--- config.mk ---
export PLATFORM = sky130hd
export DESIGN_NAME = t5_lsu
export DESIGN_NICKNAME = d
export VERILOG_FILES = /design/src/rtl/t5_lsu.sv
export SDC_FILE = /design/constraint.sdc
export NUM_CORES = 1
export LEC_CHECK = 0
export CORE_AREA = 2 2 116 118
export CTS_CLUSTER_DIAMETER = 120
export DETAILED_ROUTE_END_ITERATION = 8
export DIE_AREA = 0 0 118 120
export PLACE_DENSITY = 0.79
export SETUP_SLACK_MARGIN = 0.3
export SYNTH_ARGS = -nofsm -noshare
export SYNTH_HDL_FRONTEND = slang
export SYNTH_SLANG_ARGS = --single-unit
--- constraint.sdc ---
create_clock -name sclk -period 2.3 [get_ports sclk]
set_input_delay 0.345 -clock sclk [delete_from_list [all_inputs] [get_ports sclk]]
set_output_delay 0.345 -clock sclk [all_outputs]
set_load 0.1 [all_outputs]
--- src/rtl/t5_lsu.sv ---
// -----------------------------------------------------------------------------
// t5_lsu -- load/store unit with a single-outstanding Wishbone master port.
//
// Accepts one memory request at a time from the pipeline, checks it for an
// illegal funct3 or a misaligned address, and either raises an exception
// straight away or runs one Wishbone cycle.  Load data is shifted down to
// bit 0 and sign/zero extended from the access size.
//
// Ports
//   sclk, srst             clock, asynchronous active-low reset
//   sena                   pipeline enable, gates request acceptance only
//   req_vld/wre/fn3/adr/dat request from the pipeline (held while stalled)
//   dwb_adr/dto/sel/wre/stb Wishbone master outputs (lane-aligned address)
//   dwb_dti/ack/err        Wishbone slave responses
//   lsu_stall              hold-pipeline indication (combinational)
//   lsu_vld, lsu_dat       completion pulse and extended load result
//   lsu_exc, lsu_cause     exception pulse and mcause code
// -----------------------------------------------------------------------------
module t5_lsu #(
  parameter int XLEN = 32,
  parameter int TMO  = 255
) (
  input  logic                            sclk,
  input  logic                            srst,
  input  logic                            sena,
  input  logic                            req_vld,
  input  logic                            req_wre,
  input  logic [2:0]                      req_fn3,
  input  logic [XLEN-1:0]                 req_adr,
  input  logic [XLEN-1:0]                 req_dat,
  output logic [XLEN-$clog2(XLEN/8)-1:0]  dwb_adr,
  output logic [XLEN-1:0]                 dwb_dto,
  output logic [XLEN/8-1:0]               dwb_sel,
  output logic                            dwb_wre,
  output logic                            dwb_stb,
  input  logic [XLEN-1:0]                 dwb_dti,
  input  logic                            dwb_ack,
  input  logic                            dwb_err,
  output logic                            lsu_stall,
  output logic                            lsu_vld,
  output logic [XLEN-1:0]                 lsu_dat,
  output logic                            lsu_exc,
  output logic [3:0]                      lsu_cause
);

  localparam int NB       = XLEN / 8;
  localparam int SW       = $clog2(NB);
  localparam int CW       = (TMO > 1) ? $clog2(TMO + 1) : 1;
  localparam int TMO_LAST = (TMO > 0) ? TMO - 1 : 0;

  localparam logic [3:0] CAUSE_ILL    = 4'd2;
  localparam logic [3:0] CAUSE_LD_MIS = 4'd4;
  localparam logic [3:0] CAUSE_LD_ACC = 4'd5;
  localparam logic [3:0] CAUSE_ST_MIS = 4'd6;
  localparam logic [3:0] CAUSE_ST_ACC = 4'd7;

  typedef enum logic [1:0] {
    S_IDLE,
    S_WAIT,
    S_DONE
  } state_e;

  state_e              state_q, state_d;
  logic [XLEN-SW-1:0]  adr_q, adr_d;
  logic [SW-1:0]       off_q, off_d;
  logic [NB-1:0]       sel_q, sel_d;
  logic [XLEN-1:0]     dto_q, dto_d;
  logic                wre_q, wre_d;
  logic                stb_q, stb_d;
  logic [2:0]          fn3_q, fn3_d;
  logic [CW-1:0]       cnt_q, cnt_d;
  logic                vld_q, vld_d;
  logic                exc_q, exc_d;
  logic [3:0]          cause_q, cause_d;
  logic [XLEN-1:0]     dat_q, dat_d;

  // Request decode
  logic                req_ill;
  logic                req_mis;
  logic [7:0]          req_mask;
  logic [NB-1:0]       req_sel;
  logic [XLEN-1:0]     req_dto;

  // Load data alignment
  logic [XLEN-1:0]     ld_shift;
  logic [XLEN-1:0]     ld_msk;
  logic                ld_sbit;
  logic [XLEN-1:0]     ld_ext;
  logic                tmo_hit;

  // ---------------------------------------------------------------------------
  // Request decode: legality, alignment, byte-lane select and store data
  // replicated across all lanes so the slave can pick any lane.
  // ---------------------------------------------------------------------------
  always_comb begin
    // NOTE: every variable gets a default before the case so no path leaves
    // it unassigned, which would otherwise infer a latch.
    req_mis  = 1'b0;
    req_mask = 8'h00;
    req_dto  = req_dat;
    req_ill  = (req_fn3 == 3'b111) ||
               (req_wre && req_fn3[2]) ||
               ((XLEN == 32) && ((req_fn3 == 3'b011) || (req_fn3 == 3'b110)));
    case (req_fn3[1:0])
      2'b00: begin
        req_mask = 8'h01;
        for (int i = 0; i < NB; i++) req_dto[8*i +: 8] = req_dat[7:0];
      end
      2'b01: begin
        req_mask = 8'h03;
        req_mis  = req_adr[0];
        for (int i = 0; i < NB / 2; i++) req_dto[16*i +: 16] = req_dat[15:0];
      end
      2'b10: begin
        req_mask = 8'h0F;
        req_mis  = |req_adr[1:0];
        for (int i = 0; i < NB / 4; i++) req_dto[32*i +: 32] = req_dat[31:0];
      end
      default: begin
        req_mask = 8'hFF;
        req_mis  = |req_adr[2:0];
        req_dto  = req_dat;
      end
    endcase
    req_sel = NB'(req_mask << req_adr[SW-1:0]);
  end

  // ---------------------------------------------------------------------------
  // Load result: move the addressed lanes to bit 0, then extend from the
  // access size.  fn3[2] selects zero extension.
  // ---------------------------------------------------------------------------
  always_comb begin
    ld_shift = dwb_dti >> {off_q, 3'b000};
    case (fn3_q[1:0])
      2'b00:   begin ld_msk = XLEN'(8'hFF);         ld_sbit = ld_shift[7];      end
      2'b01:   begin ld_msk = XLEN'(16'hFFFF);      ld_sbit = ld_shift[15];     end
      2'b10:   begin ld_msk = XLEN'(32'hFFFF_FFFF); ld_sbit = ld_shift[31];     end
      default: begin ld_msk = '1;                   ld_sbit = ld_shift[XLEN-1]; end
    endcase
    ld_ext = (ld_shift & ld_msk) | ({XLEN{ld_sbit & ~fn3_q[2]}} & ~ld_msk);
  end

  // The counter holds the number of completed stb-high cycles, so it equals
  // TMO-1 during the TMO-th cycle; the edge ending that cycle times out.
  assign tmo_hit = (TMO > 0) && (cnt_q == CW'(TMO_LAST));

  // ---------------------------------------------------------------------------
  // Next-state logic.  Result outputs default to 0 so they are pulses that
  // live only in DONE.
  // ---------------------------------------------------------------------------
  always_comb begin
    state_d = state_q;
    adr_d   = adr_q;
    off_d   = off_q;
    sel_d   = sel_q;
    dto_d   = dto_q;
    wre_d   = wre_q;
    stb_d   = stb_q;
    fn3_d   = fn3_q;
    cnt_d   = cnt_q;
    vld_d   = 1'b0;
    exc_d   = 1'b0;
    cause_d = 4'd0;
    dat_d   = '0;

    case (state_q)
      S_IDLE: begin
        if (sena && req_vld) begin
          if (req_ill || req_mis) begin
            // Faulting request: no bus cycle, report straight away.
            state_d = S_DONE;
            exc_d   = 1'b1;
            if (req_ill)      cause_d = CAUSE_ILL;
            else if (req_wre) cause_d = CAUSE_ST_MIS;
            else              cause_d = CAUSE_LD_MIS;
          end else begin
            state_d = S_WAIT;
            adr_d   = req_adr[XLEN-1:SW];
            off_d   = req_adr[SW-1:0];
            sel_d   = req_sel;
            dto_d   = req_dto;
            wre_d   = req_wre;
            fn3_d   = req_fn3;
            stb_d   = 1'b1;
            cnt_d   = '0;
          end
        end
      end

      S_WAIT: begin
        // err (or a timeout) takes priority over a simultaneous ack.
        if (dwb_err || tmo_hit) begin
          state_d = S_DONE;
          stb_d   = 1'b0;
          exc_d   = 1'b1;
          cause_d = wre_q ? CAUSE_ST_ACC : CAUSE_LD_ACC;
        end else if (dwb_ack) begin
          state_d = S_DONE;
          stb_d   = 1'b0;
          vld_d   = 1'b1;
          dat_d   = wre_q ? '0 : ld_ext;
        end else begin
          cnt_d = cnt_q + CW'(1);
        end
      end

      S_DONE:  state_d = S_IDLE;
      default: state_d = S_IDLE;
    endcase
  end

  always_ff @(posedge sclk or negedge srst) begin
    if (!srst) begin
      state_q <= S_IDLE;
      adr_q   <= '0;
      off_q   <= '0;
      sel_q   <= '0;
      dto_q   <= '0;
      wre_q   <= 1'b0;
      stb_q   <= 1'b0;
      fn3_q   <= 3'd0;
      cnt_q   <= '0;
      vld_q   <= 1'b0;
      exc_q   <= 1'b0;
      cause_q <= 4'd0;
      dat_q   <= '0;
    end else begin
      // NOTE: non-blocking assignments so every flop samples the values from
      // before this edge, independent of statement order.
      state_q <= state_d;
      adr_q   <= adr_d;
      off_q   <= off_d;
      sel_q   <= sel_d;
      dto_q   <= dto_d;
      wre_q   <= wre_d;
      stb_q   <= stb_d;
      fn3_q   <= fn3_d;
      cnt_q   <= cnt_d;
      vld_q   <= vld_d;
      exc_q   <= exc_d;
      cause_q <= cause_d;
      dat_q   <= dat_d;
    end
  end

  assign dwb_adr   = adr_q;
  assign dwb_sel   = sel_q;
  assign dwb_dto   = dto_q;
  assign dwb_wre   = wre_q;
  assign dwb_stb   = stb_q;
  assign lsu_vld   = vld_q;
  assign lsu_exc   = exc_q;
  assign lsu_cause = cause_q;
  assign lsu_dat   = dat_q;
  assign lsu_stall = (state_q == S_WAIT) || ((state_q == S_IDLE) && sena && req_vld);

endmodule

==> flow_metrics.tcl <==
set metrics [dict create \
    outcome "finished clean" \
    final.setup.tns_ns 0 \
    drt_pre_antenna_iters 4 \
    crit_path_start_kind "flip-flop" \
    skew_ns 0.00505 \
    clk_latency_ns 0.42 \
    synth-main-ff-cell "dfrtp_1" \
    clk_path_buf_depth 2 \
    hold_path.class "in2async" \
    crit_fanout 10 \
    layout_common_cells "buf_4 (122), dfrtp_1 (119), clkdlybuf4s50_1 (103)" \
    reg2reg_depth 6 \
    dieHeight_um 120 \
    h-tree-depth 4 \
    cts_tree "built" \
    io_buffers 211 \
    drt_iter0_drc 282 \
    syn_area_per_cell_um2 11.5 \
    report.final.slew_viol_count 0 \
    pwr-share-comb 0.466 \
    critPathLaunch "cnt_q[0]" \
    p_int_mw 5.49 \
    routabilityCongestion 0.880 \
    cts.sinks 120 \
    final_nets 806 \
    syn_inst 482 \
    row_count 42 \
    remaining_drc_errors 0 \
    tightest_slew_ns 0.542 \
    power_frac_seq 0.272 \
    r2r_start "cnt_q[0]" \
    fin_crit_sh 0.818 \
    hold_violations 0 \
    synth_warnings 0 \
    cp.arrival_ns 2.22 \
    cts_buffers 17 \
    areaGrowthSynthToFinish_pct 49.0 \
    die_area_um2 14200 \
    die_w_um 118 \
    maxCapViolCount 0 \
    netlist_area_um2 5560 \
    globalRouteOverflowTotal 0 \
    cp.required_ns 2.63 \
    p_clk_frac 0.262 \
    dpl.hpwl_mm 11.1 \
    r2r_slack_ns 0.42 \
    critPathCapture "lsu_dat[15]" \
    clkTransAtPathRegs_ns 0.06 \
    switching_power_mw 4.89 \
    cts_setup_buffers 0 \
    rsz0062_at_grt "false" \
    synthTopCellsByArea "dfrtp_1 (54%), mux2_2 (6.5%), mux2i_1 (5.9%), mux2_4 (5.4%), nand2_1 (3.4%)" \
    core_area_um2 13000 \
    worst_slack_ns 0.420 \
    power_density_nw_per_um2 1250 \
    pin_count 213 \
    async_reset_ff_frac 1.00 \
    grt_usage 0.222 \
    post-route-min-period_ns 1.88 \
    slew-limit-headroom 0.639 \
    drt-total-wl_mm 15.1 \
    end_kind "flip-flop" \
    r2r-end "lsu_dat[15]" \
    crit_type "reg2reg" \
    yosys.area.top_type "dfrtp_1" \
    synth-edff-count 0 \
    seq_area_frac_synth 0.540 \
    antenna_found_initial 0 \
    dp_slack_ns 0.140 \
    synth_seq_cells 120 \
    ys_types 54 \
    wl_per_cell_um 17.0 \
    grt_pass1_wl_mm 24.5 \
    synth_nets 590 \
    layout_commonest_cell "buf_4" \
    setup_violations 0 \
    switching_share 0.471 \
    initial_core_util 0.428 \
    grt_max_degree 61 \
    vias 4585 \
    drive_gt1_frac 0.318 \
    p_leak_nw 3.89 \
    fmax_mhz 532 \
    synth_top_area_share 0.540 \
    drtAntennaViolNets 0 \
    cts_root_buf "clkbuf_16" \
    first_global_vias 4713 \
    via_per_inst 5.16 \
    ir_worst_vdd_v 0.000898 \
]
==> how the worst min path moves through the flow <==
stage,slack [ns],from,to
floorplan,0.05,srst,cnt_q[0]
global placement,0.36,srst,lsu_dat[15]
detailed placement,0.37,srst,lsu_dat[15]
CTS,0.45,req_fn3[1],dwb_sel[3]
global route,0.49,dwb_stb,dwb_stb
finish,0.46,srst,lsu_dat[15]
==> critical path, cell delays in order (launching register included) <==
cell     delay, ns
dfrtp_2       0.41
inv_1         0.06
ha_1          0.22
and3_1        0.24
a211o_4       0.42
a21o_1        0.28
nor2_1        0.17
==> routing by layer <==
layer,vias to the layer above,share of wire,GRT usage
met3,22,0.069,0.0741
met1,2250,0.41,0.256
li1,2148,-,-
met4,0,0.015,0.0798
met2,165,0.51,0.385
met5,-,0,0
==> through the flow <==
step	instances	cell area, um2	hold slack [ns]	util	power [mW]
2_1_floorplan	482	5560	0.0494	-	6.51
3_3_place_gp	854	7640	0.358	0.589	7.63
3_5_place_dp	854	7640	0.366	0.589	7.70
4_1_cts	887	8280	0.454	0.638	10.5
5_1_grt	887	8280	0.486	0.638	10.8
6_report	888	8280	0.460	0.638	10.4
==> registers in the layout, summed over array words and instances, names as in the netlist <==
name,cells
lsu_vld,1
dwb_wre,1
dwb_dto,32
dwb_stb,1
dwb_adr,30
cnt_q,8
lsu_dat,32
dwb_sel,4
lsu_cause,3
off_q,2
fn3_q,3
state_q,2
lsu_exc,1
==> kinds of logic (layout without fill, tap and decap cells) <==
family	Yosys count	after routing	synth area share
compound gates	104	104	0.117
fa+ha+maj	2	2	0.00450
mux	87	87	0.184
buf+inv	39	268	0.0378
other cells	1	2	0.000675
flops	120	120	0.540
simple gates	127	127	0.112
xor+xnor	2	2	0.00315
==> power groups by stage <==
stage               combinational [mW]  sequential [mW]  clock, mW
finish                            4.84             2.82       2.72
global route                      5.01             2.88       2.87
CTS                               4.86             2.82       2.78
detailed placement                4.86             2.84          0
global placement                  4.80             2.83          0
floorplan                        0.969             5.54          0
==> area by class of cell <==
type / count / area [um2]
Inverter: 4 / 15.0
Fill cell: 1008 / 4700
Tap cell: 176 / 220
Timing Repair Buffer: 232 / 2060
Antenna cell: 1 / 2.50
Clock inverter: 14 / 174
Clock buffer: 18 / 439
Sequential cell: 120 / 3000
Multi-Input combinational cell: 323 / 2370
==> cells in the mapped netlist, types with 2 or more instances <==
master     number
dfrtp_1       120
nand2_1        51
nor2_1         34
mux2i_1        33
mux2_2         32
a21oi_1        31
o21ai_0        28
a211oi_1       23
mux2_4         20
buf_2          14
nor2b_1        12
clkbuf_1       11
nand3_1         6
o31ai_1         6
buf_6           5
a21o_1          4
inv_1           4
nor3_1          4
a211o_1         2
and3_1          2
buf_1           2
buf_4           2
ha_1            2
nand2b_1        2
nand4bb_1       2
nor4_1          2
==> repair_timing <==
| item | 4_1_cts | 5_1_grt |
|---|---|---|
| hold endpoints to repair | 37 | 0 |
| setup endpoints to repair | 6 | 9 |
| hold buffers | 1 | 0 |
| gates resized for setup | 2 | 2 |
| cloned | 0 | 0 |
| pin swaps | 0 | 0 |
Note: power is estimated with default switching activity, not from simulation.
